File: src/rtl/fetch_unit_pkg.sv
// Shared types and widths for the 9-bit CPU fetch stage.
package fetch_unit_pkg;

    localparam int unsigned INSTR_W = 9;
    localparam int unsigned REL_W   = 8;
    localparam int unsigned LUT_W   = 2;

    // Redirect kind resolved by the decoder.
    typedef enum logic [1:0] {
        J_NONE = 2'd0,
        J_REL  = 2'd1,
        J_ABS  = 2'd2,
        J_LUT  = 2'd3
    } jmp_t;

    // Run-control state of the fetch stage.
    typedef enum logic [1:0] {
        IDLE = 2'd0,
        RUN  = 2'd1,
        HALT = 2'd2
    } fsm_t;

endpackage

File: src/rtl/fetch_unit_if.sv
// Fetch-stage bus: instruction-memory port plus the decoder-facing signals.
interface fetch_unit_if #(
    parameter int unsigned PC_W = 10
);
    import fetch_unit_pkg::*;

    logic [PC_W-1:0]    imem_addr;
    logic [INSTR_W-1:0] imem_data;
    logic [INSTR_W-1:0] instr;
    logic               instr_valid;
    logic [PC_W-1:0]    pc;
    logic               done;
    jmp_t               jmp_op;
    logic               jmp_take;
    logic [REL_W-1:0]   jmp_rel;
    logic [PC_W-1:0]    jmp_abs;
    logic [LUT_W-1:0]   lut_sel;

    // Fetch unit side.
    modport master (
        output imem_addr, instr, instr_valid, pc,
        input  imem_data, done, jmp_op, jmp_take, jmp_rel, jmp_abs, lut_sel
    );

    // Memory / decoder side.
    modport slave (
        input  imem_addr, instr, instr_valid, pc,
        output imem_data, done, jmp_op, jmp_take, jmp_rel, jmp_abs, lut_sel
    );

endinterface

File: src/rtl/fetch_unit_pc_next.sv
// Next-PC selection: stall/halt hold, taken redirects, else sequential.
module fetch_unit_pc_next
    import fetch_unit_pkg::*;
#(
    parameter int unsigned     PC_W = 10,
    parameter logic [PC_W-1:0] LJP0 = '0,
    parameter logic [PC_W-1:0] LJP1 = '0,
    parameter logic [PC_W-1:0] LJP2 = '0,
    parameter logic [PC_W-1:0] LJP3 = '0
) (
    input  logic [PC_W-1:0]  pc,
    input  logic             stall,
    input  logic             done,
    input  jmp_t             jmp_op,
    input  logic             jmp_take,
    input  logic [REL_W-1:0] jmp_rel,
    input  logic [PC_W-1:0]  jmp_abs,
    input  logic [LUT_W-1:0] lut_sel,
    output logic [PC_W-1:0]  next_pc_c
);

    logic [PC_W-1:0] rel_ext;
    logic [PC_W-1:0] lut_tgt;

    // Offset is sign-extended so the add wraps modulo 2^PC_W.
    assign rel_ext = PC_W'($signed(jmp_rel));

    // Long-jump table lookup.
    always_comb begin
        lut_tgt = LJP0;
        case (lut_sel)
            2'd0:    lut_tgt = LJP0;
            2'd1:    lut_tgt = LJP1;
            2'd2:    lut_tgt = LJP2;
            default: lut_tgt = LJP3;
        endcase
    end

    // Priority mux; a held instruction never acts on done or a redirect.
    always_comb begin
        next_pc_c = pc + PC_W'(1);
        if (stall || done) begin
            next_pc_c = pc;
        end else if (jmp_take) begin
            case (jmp_op)
                J_REL:   next_pc_c = pc + rel_ext;
                J_ABS:   next_pc_c = jmp_abs;
                J_LUT:   next_pc_c = lut_tgt;
                default: next_pc_c = pc + PC_W'(1);
            endcase
        end
    end

endmodule

File: src/rtl/fetch_unit.sv
// PC register, run/halt control and cycle counter of the fetch stage.
// imem_addr, instr and instr_valid are combinational by construction: the
// memory is read one cycle ahead so redirects cost no bubble.
module fetch_unit
    import fetch_unit_pkg::*;
#(
    parameter int unsigned     PC_W       = 10,
    parameter logic [PC_W-1:0] START_ADDR = '0,
    parameter logic [PC_W-1:0] LJP0       = '0,
    parameter logic [PC_W-1:0] LJP1       = '0,
    parameter logic [PC_W-1:0] LJP2       = '0,
    parameter logic [PC_W-1:0] LJP3       = '0,
    parameter int unsigned     CNT_W      = 16
) (
    input  logic             clk,
    input  logic             reset,
    input  logic             start,
    input  logic             stall,
    output logic             finished,
    output logic [CNT_W-1:0] cycle_cnt,
    fetch_unit_if.master     bus
);

    fsm_t             state_q, state_d;
    logic [PC_W-1:0]  pc_q, pc_d;
    logic [CNT_W-1:0] cnt_q, cnt_d, cnt_inc;
    logic             fin_q, fin_d;
    logic [PC_W-1:0]  imem_addr_c;
    logic             instr_valid_c;
    logic [PC_W-1:0]  next_pc_c;

    fetch_unit_pc_next #(
        .PC_W (PC_W),
        .LJP0 (LJP0),
        .LJP1 (LJP1),
        .LJP2 (LJP2),
        .LJP3 (LJP3)
    ) u_pc_next (
        .pc        (pc_q),
        .stall     (stall),
        .done      (bus.done),
        .jmp_op    (bus.jmp_op),
        .jmp_take  (bus.jmp_take),
        .jmp_rel   (bus.jmp_rel),
        .jmp_abs   (bus.jmp_abs),
        .lut_sel   (bus.lut_sel),
        .next_pc_c (next_pc_c)
    );

    assign cnt_inc = (cnt_q == {CNT_W{1'b1}}) ? cnt_q : cnt_q + CNT_W'(1);

    // State, PC, counter and finished flag registers.
    always_ff @(posedge clk) begin
        if (reset) begin
            state_q <= IDLE;
            pc_q    <= START_ADDR;
            cnt_q   <= '0;
            fin_q   <= 1'b0;
        end else begin
            state_q <= state_d;
            pc_q    <= pc_d;
            cnt_q   <= cnt_d;
            fin_q   <= fin_d;
        end
    end

    // Next-state and fetch-address logic; start always restarts from START_ADDR.
    always_comb begin
        state_d       = state_q;
        pc_d          = pc_q;
        cnt_d         = cnt_q;
        fin_d         = fin_q;
        imem_addr_c   = pc_q;
        instr_valid_c = 1'b0;
        case (state_q)
            IDLE: begin
                imem_addr_c = START_ADDR;
                if (start) begin
                    state_d = RUN;
                    pc_d    = START_ADDR;
                    cnt_d   = '0;
                    fin_d   = 1'b0;
                end
            end
            RUN: begin
                if (start) begin
                    // Squash the current instruction and refetch the entry point.
                    imem_addr_c = START_ADDR;
                    pc_d        = START_ADDR;
                    cnt_d       = '0;
                end else begin
                    instr_valid_c = 1'b1;
                    imem_addr_c   = next_pc_c;
                    pc_d          = next_pc_c;
                    cnt_d         = cnt_inc;
                    if (!stall && bus.done) begin
                        state_d = HALT;
                        fin_d   = 1'b1;
                    end
                end
            end
            HALT: begin
                imem_addr_c = pc_q;
                if (start) begin
                    imem_addr_c = START_ADDR;
                    state_d     = RUN;
                    pc_d        = START_ADDR;
                    cnt_d       = '0;
                    fin_d       = 1'b0;
                end
            end
            default: begin
                state_d = IDLE;
            end
        endcase
    end

    assign bus.imem_addr   = imem_addr_c;
    assign bus.instr       = bus.imem_data;
    assign bus.instr_valid = instr_valid_c;
    assign bus.pc          = pc_q;
    assign finished        = fin_q;
    assign cycle_cnt       = cnt_q;

endmodule

File: src/flat_wrapper.sv
// flat-port wrapper written by rule: the top's interface ports become plain ports
module fetch_unit_flat import fetch_unit_pkg::*;
#(
    parameter int unsigned     PC_W       = 10,
    parameter logic [PC_W-1:0] START_ADDR = '0,
    parameter logic [PC_W-1:0] LJP0       = '0,
    parameter logic [PC_W-1:0] LJP1       = '0,
    parameter logic [PC_W-1:0] LJP2       = '0,
    parameter logic [PC_W-1:0] LJP3       = '0,
    parameter int unsigned     CNT_W      = 16
)
  (clk, reset, start, stall, finished, cycle_cnt, bus_imem_addr, bus_instr, bus_instr_valid, bus_pc, bus_imem_data, bus_done, bus_jmp_op, bus_jmp_take, bus_jmp_rel, bus_jmp_abs, bus_lut_sel);
  fetch_unit_if #(.PC_W(PC_W)) bus_i ();
  input  logic clk;
  input  logic reset;
  input  logic start;
  input  logic stall;
  output logic finished;
  output logic [CNT_W-1:0] cycle_cnt;
  output wire logic [$bits(bus_i.imem_addr)-1:0] bus_imem_addr;
  output wire logic [$bits(bus_i.instr)-1:0] bus_instr;
  output wire logic [$bits(bus_i.instr_valid)-1:0] bus_instr_valid;
  output wire logic [$bits(bus_i.pc)-1:0] bus_pc;
  input wire logic [$bits(bus_i.imem_data)-1:0] bus_imem_data;
  input wire logic [$bits(bus_i.done)-1:0] bus_done;
  input wire logic [$bits(bus_i.jmp_op)-1:0] bus_jmp_op;
  input wire logic [$bits(bus_i.jmp_take)-1:0] bus_jmp_take;
  input wire logic [$bits(bus_i.jmp_rel)-1:0] bus_jmp_rel;
  input wire logic [$bits(bus_i.jmp_abs)-1:0] bus_jmp_abs;
  input wire logic [$bits(bus_i.lut_sel)-1:0] bus_lut_sel;
  assign bus_imem_addr = bus_i.imem_addr;
  assign bus_instr = bus_i.instr;
  assign bus_instr_valid = bus_i.instr_valid;
  assign bus_pc = bus_i.pc;
  assign bus_i.imem_data = bus_imem_data;
  assign bus_i.done = bus_done;
  assign bus_i.jmp_op = bus_jmp_op;
  assign bus_i.jmp_take = bus_jmp_take;
  assign bus_i.jmp_rel = bus_jmp_rel;
  assign bus_i.jmp_abs = bus_jmp_abs;
  assign bus_i.lut_sel = bus_lut_sel;
  fetch_unit #(.PC_W(PC_W), .START_ADDR(START_ADDR), .LJP0(LJP0), .LJP1(LJP1), .LJP2(LJP2), .LJP3(LJP3), .CNT_W(CNT_W)) u_core (.clk(clk), .reset(reset), .start(start), .stall(stall), .finished(finished), .cycle_cnt(cycle_cnt), .bus(bus_i));
endmodule
File: config.mk
export PLATFORM = sky130hd
export DESIGN_NAME = fetch_unit_flat
export DESIGN_NICKNAME = d
export VERILOG_FILES = /design/src/rtl/fetch_unit_pkg.sv /design/src/rtl/fetch_unit_if.sv /design/src/rtl/fetch_unit_pc_next.sv /design/src/rtl/fetch_unit.sv /design/src/flat_wrapper.sv
export SDC_FILE = /design/constraint.sdc
export NUM_CORES = 1
export LEC_CHECK = 0
export CORE_MARGIN = 2
export CORE_UTILIZATION = 45
export DETAILED_ROUTE_END_ITERATION = 7
export PLACE_DENSITY = 0.86
export SLEW_MARGIN = 20
export SYNTH_ARGS = -nofsm -noshare
export SYNTH_HDL_FRONTEND = slang
export SYNTH_SLANG_ARGS = --single-unit
export TNS_END_PERCENT = 10
File: constraint.sdc
create_clock -name clk -period 2.7 [get_ports clk]
set_input_delay 0.405 -clock clk [delete_from_list [all_inputs] [get_ports clk]]
set_output_delay 0.405 -clock clk [all_outputs]
set_load 0.01 [all_outputs]
# == Yosys cells after proc, flatten, opt, wreduce, memory -nomap -nowiden ==
# Cells that the tools add are included.
# word_totals
register_bits,29
latch_bits,0
ram_bits,0
rom_bits,0
in_bits,37
output_inout_bits,47
elab_cells,47
n_memories,0
# classes
addsub,3
n_mul,0
div_mod_pow,0
n_lt_le_gt_ge,0
eq_ne,10
shifts,0
mux,21
bitwise_logic,0
n_reduce_logical,9
# ops
op,n
$pmux W10 S3,2
$mux W16,3
$mux W10,4
$pmux W16 S2,1
$pmux W10 S2,1
$add A16 B1 Y16 const B,1
$eq A16 B16 Y1 const B,1
$add A10 B1 Y10 const B,1
$add A10 B10 Y10,1
$eq A2 B2 Y1 const B,3
$mux W2,3
$reduce_and A3 Y1,2
$mux W1,5
$eq A2 B1 Y1 const B,2
$ne A2 B1 Y1 const B,2
$pmux W2 S2,1
$reduce_and A4 Y1,1
$ne A3 B3 Y1 const B,1
$logic_not A2 Y1,1
$ne A2 B2 Y1 const B,1
$pmux W1 S2,1
$reduce_bool A2 Y1,1
$reduce_or A2 Y1,1
$logic_and A1 B1 Y1,1
2 further kinds,2

# == Logic depth before layout (Yosys ltp) ==
# Gate-level depths: netlist (run 1).
# logic_depth
word_depth,6
depth_mapped,10
mapped_depth_nobuf,10

# == Modules after synthesis ==
# From an unflattened synthesis (run 1), not the netlist that was laid out.
# unflattened
cells_unflattened,341
hier_area_um2,2548.7
# modules_own_cells
module,n_inst,cells_per_inst,area_per_inst_um2,seq_area_each_um2
fetch_unit,1,180,1532.7,580.6
fetch_unit_pc_next,1,161,1016.0,0.0

# == Worst setup path before layout (run 1) ==
# No wires, ideal clock.
# synth_timing
path_type,register to output
start,"register u_core.pc_q[0], in the netlist u_core.bus.pc[0]"
end,output bus_imem_addr[8]
t_arrival_ns,2.310
t_required_ns,2.295
setup_slack_ns,-0.015
stages_incl_launch_ff,11
path_buffers,0
cell_sequence,dfxtp_1 ha_1 inv_1 fa_1 nor2b_1 o21ai_0 a21boi_0 o211ai_1 nor3b_1 a211oi_1 o21ai_0
# synth_via
elab_chain_cells,6
word_cells_on_any_way,7
classes_between,add/sub: 2; mux: 5
# synth_lines
element,line,text
"start, declared",fetch_unit.sv:25,"logic [PC_W-1:0] pc_q, pc_d;"
"start signal, assigned",fetch_unit.sv:61,pc_q <= pc_d;
$add A10 B1 Y10 / $add A10 B10 Y10 (equally long branches),"fetch_unit_pc_next.sv:41, fetch_unit_pc_next.sv:49, fetch_unit_pc_next.sv:46",
$pmux W10 S3,fetch_unit_pc_next.sv:45,case (jmp_op)
$mux W10 *,fetch_unit_pc_next.sv:44,end else if (jmp_take) begin
$mux W10 *,fetch_unit_pc_next.sv:42,if (stall || done) begin
$mux W10 *,fetch_unit.sv:86,if (start) begin
$pmux W10 S3 *,fetch_unit.sv:75,case (state_q)
"end, declared",flat_wrapper.sv:20,output wire logic [$bits(bus_i.imem_addr)-1:0] bus_imem_addr;
# Mark *: on every way between the ends. The rest lies on a longest branch, timed or not.

# == Worst setup path in the final report (run 1) ==
# Ends and elaborated chain as after synthesis.

==> metrics.md, run 1 <==
| Metric | Value |
|---|---|
| Status | finished, violations left |
| Failing checks | setup timing |
| Setup Viol. Count Final | 5 |
| Initial antenna violation count | 0 |
| Critical R2R Launch | u_core.state_q[0] |
| Setup TNS | -568 ps |
| Critical-path top delay cell | fa_2 |
| Critical Path AT | 2490 ps |
| Footprint of the multi-input gates | 1650 um2 |
| Worst-path maximum fanout | 2 |
| Most area-hungry cell type in the Yosys netlist | dfxtp_1 |
| DP HPWL | 5.82 mm |
| Mux contribution to synthesized area | 0.437% |
| CORE AREA | 4820 um2 |
| Synth top cells by count | nor2_1 (38), nand2_1 (32), dfxtp_1 (29) |
| Clock Skew | 5.81 ps |
| Yosys reg bits | 29 |
| Area growth from synthesis to layout | 54.4% |
| XOR/XNOR Fraction of Synth Area | 7.27% |
| Peak VDD IR | 295 uV |
| First drt pass iteration count | 5 |
| Slew margin rel. | 59.8% |
| FILL cells | 405 |
| CTS Buffer Depth | 2 |
| # nets final | 479 |
| Minimum clock period | 2890 ps |
| Fin. max-slew vios | 0 |
| Largest family of logic cells by synthesized area | simple AND/OR/NAND/NOR gates |
| Reg2Reg Depth | 8 |
| Synth Flop Type | dfxtp_1 |
| Vias in the first global route | 2,678 |
| LEAKAGE | 0.00143 uW |
| Die area | 5670 um2 |
| Fmax | 345 MHz |
| P per Cell Area | 296 nW/um2 |
| Clock H-tree levels | 2 |
| DR vias/cell | 5.73 |
| First-pass GRT wire length | 12.0 mm |
| Flop2flop setup slack | 420 ps |
| Mapped Cells | 312 |
| Critical path origin | u_core.bus.pc[0] |
| Post-synth cell types | 54 |
| CTS clk-pin slew, worst paths | 60 ps |
| Syn nets | 361 |
| Vias | 2,846 |
| Chip width | 75.3 um |
| CP bufs+invs | 3 |
| Post-synthesis simple-gate area fraction | 29.7% |
| TritonCTS clock tree | done |
| DRC errors left | 0 |
| Register area | 584 um2 |
| Row count | 25 |
| Setup WS post-layout | -195 ps |
| Clock Sinks | 29 |
| Post-DRT Antenna Nets | 0 |
| Stages on worst setup path | 12 |
| Most frequent CP cell | o21ai_1 |
| Initial Util | 47.5% |
| FFs w/ async S/R, synth | 0% |
| # IOs | 84 |
| Num CTS Buffers | 5 |
| Top cells by area, synth | dfxtp_1 (25%), nor2_1 (6.2%), ha_1 (6.0%), nand2_1 (5.2%), xor2_1 (5.0%) |
| Total grt overflow | 0 |
| Crit-path cells | ha_4 -> inv_2 -> fa_2 -> nor2b_1 -> o21ai_1 -> a21boi_1 -> buf_4 -> o211ai_1 -> nor3b_2 -> a211oi_2 -> o21ai_1 -> buf_2 |
| Clock latency on the worst-skew pair | 280 ps |
| Reg2Reg Capture Point | u_core.cycle_cnt[11] |
| Synthesized area per cell | 7.34 um2 |
| Hold_buf cts | 0 |
| I/O Buffers | 63 |
| Drt total wl | 7.86 mm |
| Largest net degree at the start of global routing | 20 |
| Crit Path Class | flop to primary output |
| Placer congestion estimate | 0.991 |
| Hold Worst Slack | 476 ps |
| Antenna Cells | 0 |
| Synthesized cell area | 2290 um2 |
| Share of layout cells above drive strength 1 | 25.1% |
| Final Hold Vio Count | 0 |
| Req. time, crit path | 2300 ps |
| Post-synthesis sequential area ratio | 25.4% |
| Post-synth EDFFs | 0 |
| Slowest stage delay, CP | 380 ps |
| Most common cell in the netlist | nor2_1 |
| Root Buffer | clkbuf_8 |
| Drt wl/cell | 15.8 um |
| Hold Path Class | flop to flop |
| Total GRT Usage | 27.5% |
| RSZ-0062 raised after global routing | true |
| Crit path max-delay family | compound AO/OA/AOI/OAI gates |
| Pwr Total | 1050 uW |
| Cells on Worst Hold Path | 1 |
| Chip height | 75.3 um |
| Crit path to | bus_imem_addr[8] |
| Crit path launch type | flop |
| Yosys warnings | 0 |
| Dpl ws | -878 ps |
| Synth Area in Compound Gates | 24.1% |
| Worst Max-Slew Pin Slew | 602 ps |
| Max-Cap Viols | 0 |
| Adder and majority cell fraction of the synthesized area | 6.89% |
| Initial DRC count | 214 |
| Crit end category | primary output |
| Fin crit share | 107% |
| Post-synth top area share | 25.4% |
## per-layer routing
layer | GRT usage (%) | part of all wire (%)
met1 | 34.1 | 41
met2 | 48.0 | 50
met3 | 5.29 | 7.1
met4 | 8.77 | 2.2
met5 | 0 | 0
## per-stage QoR
| stage | instance area [um2] | std cells | util (%) |
|---|---|---|---|
| floorplan | 2290 | 312 | - |
| global placement | 3360 | 485 | 69.8 |
| detailed placement | 3360 | 485 | 69.8 |
| CTS | 3500 | 497 | 72.6 |
| global route | 3540 | 497 | 73.4 |
| finish | 3540 | 497 | 73.4 |
## area by class of cell
cell class	instances	share of cell area, %
flip-flops and latches	29	16.5
clock buffers	7	2.44
multi-input cells	254	46.8
well taps	67	2.37
repair buffers	130	30.8
inverters	10	1.06
## kinds of logic (layout without fill, tap and decap cells)
group,after synthesis,count (layout)
buffers and inverters,29,147
AOI/OAI and AO/OA,86,86
DFF,29,29
muxes,1,1
and+or+nand+nor,136,136
adders and majority gates,12,12
xor gates and xnor gates,19,19
## power by group
| group | internal, uW | total, uW | switching, uW |
|---|---|---|---|
| registers | 431 | 437 | 5.66 |
| logic | 124 | 244 | 121 |
| clock network | 202 | 367 | 165 |
| total | 757 | 1050 | 291 |
## cell usage in the layout, fill, tap and decap left out, drive strengths merged, types with 3 or more instances in the layout
cell type	count
nand4	5
dlygate4sd2	7
a21oi	21
a22oi	5
o31ai	3
nand3	12
a211oi	5
o21ai	25
nor3	9
or3	3
nand2	32
clkbuf	7
clkdlybuf4s50	47
inv	10
nor2	39
xor2	13
a21o	5
buf	74
dfxtp	29
o211ai	3
and2	7
ha	11
or4	3
a31oi	7
nor2b	6
xnor2	6
and4	3
nor3b	3
and3	7
## state kept, by name (all words and copies together), names as in the netlist
name / cells
u_core.bus.pc: 10
u_core.cycle_cnt: 16
u_core.finished: 1
u_core.state_q: 2
## worst min path at each step
stage,startpoint,end
5_1_grt,u_core.cycle_cnt[8],u_core.cycle_cnt[8]
3_3_place_gp,u_core.cycle_cnt[8],u_core.cycle_cnt[8]
4_1_cts,u_core.cycle_cnt[8],u_core.cycle_cnt[8]
3_5_place_dp,u_core.cycle_cnt[8],u_core.cycle_cnt[8]
6_report,u_core.cycle_cnt[8],u_core.cycle_cnt[8]
2_1_floorplan,start,u_core.state_q[1]
## repair_timing
action                                  CTS  global route
endpoints found under the setup margin   10             9
pin swaps                                25             5
setup buffers                             5             0
gates cloned                              0             0
gates resized for setup                  56            12
Power figures use the tool's default switching activity.
==> run 2: changes to the inputs <==
--- a/config.mk
+++ b/config.mk
@@ -5,6 +5,7 @@
 export SDC_FILE = /design/constraint.sdc
 export NUM_CORES = 1
 export LEC_CHECK = 0
+export CORE_ASPECT_RATIO = 2
 export CORE_MARGIN = 2
 export CORE_UTILIZATION = 45
 export DETAILED_ROUTE_END_ITERATION = 7
==> metrics.md, run 2 (same netlist as run 1, synthesis figures left out) <==
| Metric | Value |
|---|---|
| Hold_buf cts | 0 (unchanged) |
| Vias in the first global route | 2,705 (was 2,678) |
| Row count | 36 (was 25) |
| Worst-path maximum fanout | 2 (unchanged) |
| Setup Viol. Count Final | 2 (was 5) |
| Placed cells | 474 (was 485) |
| Crit path launch type | flop (unchanged) |
| Initial DRC count | 62 (was 214) |
| Drt total wl | 7.75 mm (was 7.86 mm) |
| Initial Util | 46.6% (was 47.5%) |
| Failing checks | setup timing (unchanged) |
| Peak VDD IR | 497 uV (was 295 uV) |
| Minimum clock period | 2820 ps (was 2890 ps) |
| Setup WS post-layout | -122 ps (was -195 ps) |
| DP Area | 3340 um2 (was 3360 um2) |
| DRC errors left | 0 (unchanged) |
| Hold Worst Slack | 509 ps (was 476 ps) |
| CORE AREA | 4910 um2 (was 4820 um2) |
| TritonCTS clock tree | done (unchanged) |
| Initial antenna violation count | 0 (unchanged) |
| Die area | 5710 um2 (was 5670 um2) |
| Root Buffer | clkbuf_8 (unchanged) |
| Vias | 2,726 (was 2,846) |
| CP bufs+invs | 3 (unchanged) |
| LEAKAGE | 0.00143 uW (about the same) |
| Total GRT Usage | 28.9% (was 27.5%) |
| Footprint of the multi-input gates | 1660 um2 (was 1650 um2) |
| Clock Sinks | 29 (unchanged) |
| Chip height | 105 um (was 75.3 um) |
| Largest net degree at the start of global routing | 20 (unchanged) |
| Req. time, crit path | 2300 ps (about the same) |
| Share of layout cells above drive strength 1 | 23.9% (was 25.1%) |
| # IOs | 84 (unchanged) |
| Crit path max-delay family | compound AO/OA/AOI/OAI gates (unchanged) |
| CTS clk-pin slew, worst paths | 70 ps (was 60 ps) |
| Hold_sp | u_core.cycle_cnt[8] (unchanged) |
| Worst Max-Slew Pin Slew | 607 ps (was 602 ps) |
| Register area | 582 um2 (was 584 um2) |
| DP HPWL | 6.00 mm (was 5.82 mm) |
| Commonest non-fill, non-tap cells in the layout | buf_4 (63), clkdlybuf4s50_1 (47), nor2_1 (37) (was buf_4 (67), clkdlybuf4s50_1 (47), nor2_1 (38)) |
| Slowest stage delay, CP | 350 ps (was 380 ps) |
| Clock latency on the worst-skew pair | 290 ps (was 280 ps) |
| Design area | 3510 um2 (was 3540 um2) |
| Status | finished, violations left (unchanged) |
| First-pass GRT wire length | 12.2 mm (was 12.0 mm) |
| Critical R2R Launch | u_core.bus.pc[0] (was u_core.state_q[0]) |
| Crit-path cells | ha_4 -> inv_2 -> fa_2 -> nor2b_2 -> o21ai_2 -> a21boi_2 -> buf_4 -> o21a_1 -> or3_4 -> a31oi_4 -> nand2_1 -> buf_2 (was ha_4 -> inv_2 -> fa_2 -> nor2b_1 -> o21ai_1 -> a21boi_1 -> buf_4 -> o211ai_1 -> nor3b_2 -> a211oi_2 -> o21ai_1 -> buf_2) |
| # nets final | 475 (was 479) |
| Drt wl/cell | 16.0 um (was 15.8 um) |
| Pwr Total | 1040 uW (was 1050 uW) |
| Fin crit share | 105% (was 107%) |
| Most common cell after layout, fill and taps aside | buf_4 (unchanged) |
| Fmax | 354 MHz (was 345 MHz) |
| Critical-path top delay cell | or3_4 (was fa_2) |
| Chip width | 54.4 um (was 75.3 um) |
| DR vias/cell | 5.63 (was 5.73) |
| CTS Buffer Depth | 2 (unchanged) |
| Non-Filler Instances | 484 (was 497) |
| RSZ-0062 raised after global routing | true (unchanged) |
| Clock H-tree levels | 2 (unchanged) |
| Max reg flops | 16 (unchanged) |
| Placer congestion estimate | 0.912 (was 0.991) |
| I/O Buffers | 63 (unchanged) |
| Final Hold Vio Count | 0 (unchanged) |
| Area growth from synthesis to layout | 53.3% (was 54.4%) |
| Max-Cap Viols | 0 (unchanged) |
| Hold Path Class | flop to flop (unchanged) |
| Num CTS Buffers | 5 (unchanged) |
| Crit end category | primary output (unchanged) |
| Post-DRT Antenna Nets | 0 (unchanged) |
| Critical path origin | u_core.bus.pc[0] (unchanged) |
| P per Cell Area | 295 nW/um2 (was 296 nW/um2) |
| Critical Path AT | 2420 ps (was 2490 ps) |
| Antenna Cells | 0 (unchanged) |
| Crit Path Class | flop to primary output (unchanged) |
| Clock Skew | 6.00 ps (was 5.81 ps) |
| Fin. max-slew vios | 0 (unchanged) |
| Slew margin rel. | 59.5% (was 59.8%) |
| First drt pass iteration count | 4 (was 5) |
| FILL cells | 378 (was 405) |
| Total grt overflow | 0 (unchanged) |
[run 2: worst reg2reg max path: cells and delay by family (launching register included)]
| kind | cells | cell delay (ps) |
|---|---|---|
| flip-flops | 1 | 340 |
| adder cells (fa/ha/maj) | 2 | 360 |
| AO/OA/AOI/OAI | 5 | 680 |
| buffers and inverters | 5 | 490 |
| AND/OR/NAND/NOR | 2 | 400 |
[run 2: report_power, final]
group	internal, uW	leakage (uW)	switching [uW]
Combinational	124	0.00116	120
Clock	183	0.0000395	172
Sequential	432	0.000235	4.83
[run 2: final cells by class]
cell class	instances	share of cell area (%)
repair buffers	126	30.6
inverters	10	1.07
flip-flops and latches	29	16.6
well taps	57	2.03
clock buffers	8	2.28
multi-input cells	254	47.4
[run 2: final timing paths]
path / to / slack, ps / depth (start not counted)
worst max register to register: u_core.bus.pc[6] / 340 / 14
worst max-delay path: bus_imem_addr[6] / -120 / 12
worst min-delay path: u_core.cycle_cnt[8] / 510 / 1
worst min register to register: u_core.cycle_cnt[8] / 510 / 1
[run 2: stage by stage]
stage / setup WS (ps) / utilization [%] / TNS [ps]
after floorplan: 63.8 / - / 0
after global placement: -849 / 68.1 / -6290
after CTS: -121 / 70.7 / -345
after global routing: -202 / 71.5 / -718
final: -122 / 71.5 / -180
after detailed placement: -880 / 68.1 / -6840
[run 2: routing by layer]
metal / vias up / GRT usage (%) / routed length [um]
li1: 1337 / - / -
met1: 1253 / 28.7 / 2800
met2: 105 / 52.0 / 4240
met3: 31 / 4.71 / 371
met4: 0 / 16.4 / 342
met5: - / 0 / 0
[run 2: what timing repair did]
item	in CTS	in global routing
setup buffers	2	1
gates resized for setup	62	8
setup endpoints to repair	10	10
pin swaps	26	12
==> run 3: changes to the inputs <==
--- a/config.mk
+++ b/config.mk
@@ -9,6 +9,7 @@
 export CORE_MARGIN = 2
 export CORE_UTILIZATION = 45
 export DETAILED_ROUTE_END_ITERATION = 7
+export GPL_ROUTABILITY_DRIVEN = 0
 export PLACE_DENSITY = 0.86
 export SLEW_MARGIN = 20
 export SYNTH_ARGS = -nofsm -noshare
==> constraint.sdc (replaced) <==
create_clock -name clk -period 2.7 [get_ports clk]
set_input_delay 0.405 -clock clk [delete_from_list [all_inputs] [get_ports clk]]
set_output_delay 0.405 -clock clk [all_outputs]
set_load 0.02 [all_outputs]
==> metrics.md, run 3 (same netlist as run 1, synthesis figures left out) <==
| Metric | Value |
|---|---|
| Clock Skew | 7.27 ps (was 6.00 ps) |
| TritonCTS clock tree | done (unchanged) |
| Antenna Cells | 0 (unchanged) |
| First drt pass iteration count | 4 (unchanged) |
| Slowest stage delay, CP | 400 ps (was 350 ps) |
| Req. time, crit path | 2300 ps (about the same) |
| Critical-path top delay cell | fa_2 (was or3_4) |
| First-pass GRT wire length | 12.6 mm (was 12.2 mm) |
| Most frequent CP cell | o21ai_2 |
| Hold_buf cts | 0 (unchanged) |
| Final Hold Vio Count | 0 (unchanged) |
| DR vias/cell | 5.71 (was 5.63) |
| Fin. max-slew vios | 0 (unchanged) |
| Chip width | 54.4 um (unchanged) |
| Setup Viol. Count Final | 6 (was 2) |
| Initial antenna violation count | 0 (unchanged) |
| Minimum clock period | 2870 ps (was 2820 ps) |
| Max-Cap Viols | 0 (unchanged) |
| Slew margin rel. | 57.4% (was 59.5%) |
| P per Cell Area | 319 nW/um2 (was 295 nW/um2) |
| DP Area | 3390 um2 (was 3340 um2) |
| Vias in the first global route | 2,863 (was 2,705) |
| CTS Buffer Depth | 2 (unchanged) |
| Die area | 5710 um2 (unchanged) |
| LEAKAGE | 0.00150 uW (was 0.00143 uW) |
| Num CTS Buffers | 5 (unchanged) |
| Setup WS post-layout | -174 ps (was -122 ps) |
| CORE AREA | 4910 um2 (unchanged) |
| Clock Sinks | 29 (unchanged) |
| CTS clk-pin slew, worst paths | 70 ps (about the same) |
| Max reg flops | 16 (unchanged) |
| Crit path launch type | input port (was flop) |
| Total GRT Usage | 29.5% (was 28.9%) |
| Total grt overflow | 0 (unchanged) |
| Crit-path cells | clkdlybuf4s15_1 -> inv_1 -> fa_2 -> nor2b_2 -> o21ai_2 -> a21boi_2 -> buf_4 -> o211ai_1 -> nor3b_2 -> a211oi_2 -> o21ai_2 -> buf_6 (was ha_4 -> inv_2 -> fa_2 -> nor2b_2 -> o21ai_2 -> a21boi_2 -> buf_4 -> o21a_1 -> or3_4 -> a31oi_4 -> nand2_1 -> buf_2) |
| RSZ-0062 raised after global routing | true (unchanged) |
| DRC errors left | 0 (unchanged) |
| Fin crit share | 106% (was 105%) |
| Clock latency on the worst-skew pair | 280 ps (was 290 ps) |
| Fmax | 348 MHz (was 354 MHz) |
| Worst Max-Slew Pin Slew | 639 ps (was 607 ps) |
| # nets final | 487 (was 475) |
| FILL cells | 355 (was 378) |
| Status | finished, violations left (unchanged) |
| Worst-path maximum fanout | 2 (unchanged) |
| Initial DRC count | 100 (was 62) |
| Drt total wl | 8.17 mm (was 7.75 mm) |
| Share of layout cells above drive strength 1 | 29.2% (was 23.9%) |
| Peak VDD IR | 396 uV (was 497 uV) |
| Chip height | 105 um (unchanged) |
| Commonest non-fill, non-tap cells in the layout | buf_4 (76), clkdlybuf4s50_1 (47), nor2_1 (38) (was buf_4 (63), clkdlybuf4s50_1 (47), nor2_1 (37)) |
| Design area | 3670 um2 (was 3510 um2) |
| Clock H-tree levels | 2 (unchanged) |
| Area growth from synthesis to layout | 60.4% (was 53.3%) |
| Placed cells | 480 (was 474) |
| I/O Buffers | 63 (unchanged) |
| Vias | 2,832 (was 2,726) |
| Critical Path AT | 2470 ps (was 2420 ps) |
| Crit end category | primary output (unchanged) |
| Dpl ws | -974 ps (was -880 ps) |
| # IOs | 84 (unchanged) |
| Crit Path Class | input port to primary output (was flop to primary output) |
| DP HPWL | 5.93 mm (was 6.00 mm) |
| Non-Filler Instances | 496 (was 484) |
| Hold Worst Slack | 484 ps (was 509 ps) |
| Failing checks | setup timing (unchanged) |
| Most common cell after layout, fill and taps aside | buf_4 (unchanged) |
| Row count | 36 (unchanged) |
| Largest net degree at the start of global routing | 20 (unchanged) |
| Initial Util | 46.6% (unchanged) |
| Root Buffer | clkbuf_8 (unchanged) |
| Hold Path Class | flop to flop (unchanged) |
| Drt wl/cell | 16.5 um (was 16.0 um) |
| Post-DRT Antenna Nets | 0 (unchanged) |
[run 3: cell count changes in the layout (fill, tap and decap cells not counted), sizes merged]
cell / delta
clkdlybuf4s15: -1
buf: +13
clkbuf: +1
dlymetal6s2s: -1
bufinv: +1
dlygate4sd2: -1
[run 3: path summary, 6_finish.rpt]
kind / startpoint / end / slack, ps / cells past startpoint
min: u_core.cycle_cnt[8] / u_core.cycle_cnt[8] / 480 / 1
max reg2reg: u_core.bus.pc[0] / u_core.bus.pc[8] / 220 / 13
min reg2reg: u_core.cycle_cnt[8] / u_core.cycle_cnt[8] / 480 / 1
max: bus_jmp_rel[1] / bus_imem_addr[8] / -170 / 12
[run 3: timing repair]
item / in CTS / in global routing
hold endpoints to repair: 0 / 0
buffers inserted: 7 / 2
gates resized for setup: 79 / 7
pin swaps: 25 / 11
endpoints found under the setup margin: 10 / 10
[run 3: through the flow]
stage	setup TNS, ps	total power [uW]	utilization (%)
finish	-455	1170	74.8
global route	-995	1210	74.8
CTS	-302	1170	74.6
detailed placement	-7850	685	69.1
global placement	-6890	680	69.1
floorplan	-74.9	572	-
[run 3: area by class of cell]
type,instances,area (um2),area share [%]
flip-flops and latches,29,584,15.9
well taps,57,71.3,1.94
clock buffers,7,86.3,2.35
inverters,10,37.5,1.02
multi-input cells,254,1700,46.3
clock inverters,1,30.0,0.817
repair buffers,138,1160,31.7
[run 3: routing by layer]
| metal | share of wire (%) | global-route usage (%) | wire length [um] | up-vias |
|---|---|---|---|---|
| met5 | 0 | 0 | 0 | - |
| met4 | 4.5 | 17.3 | 366 | 0 |
| met3 | 4.1 | 3.57 | 334 | 30 |
| met2 | 55 | 54.2 | 4460 | 100 |
| met1 | 37 | 28.5 | 3000 | 1341 |
| li1 | - | - | - | 1361 |
[run 3: power breakdown]
group / internal, uW / switching (uW)
Clock: 301 / 174
Combinational: 131 / 129
Sequential: 432 / 3.77
Total: 864 / 307
[run 3: worst max-delay path, delay by kind of cell]
family,cells,cell delay (ps)
buffers and inverters,4,620
AND/OR/NAND/NOR,2,350
adder cells (fa/ha/maj),1,400
AO/OA/AOI/OAI,5,690
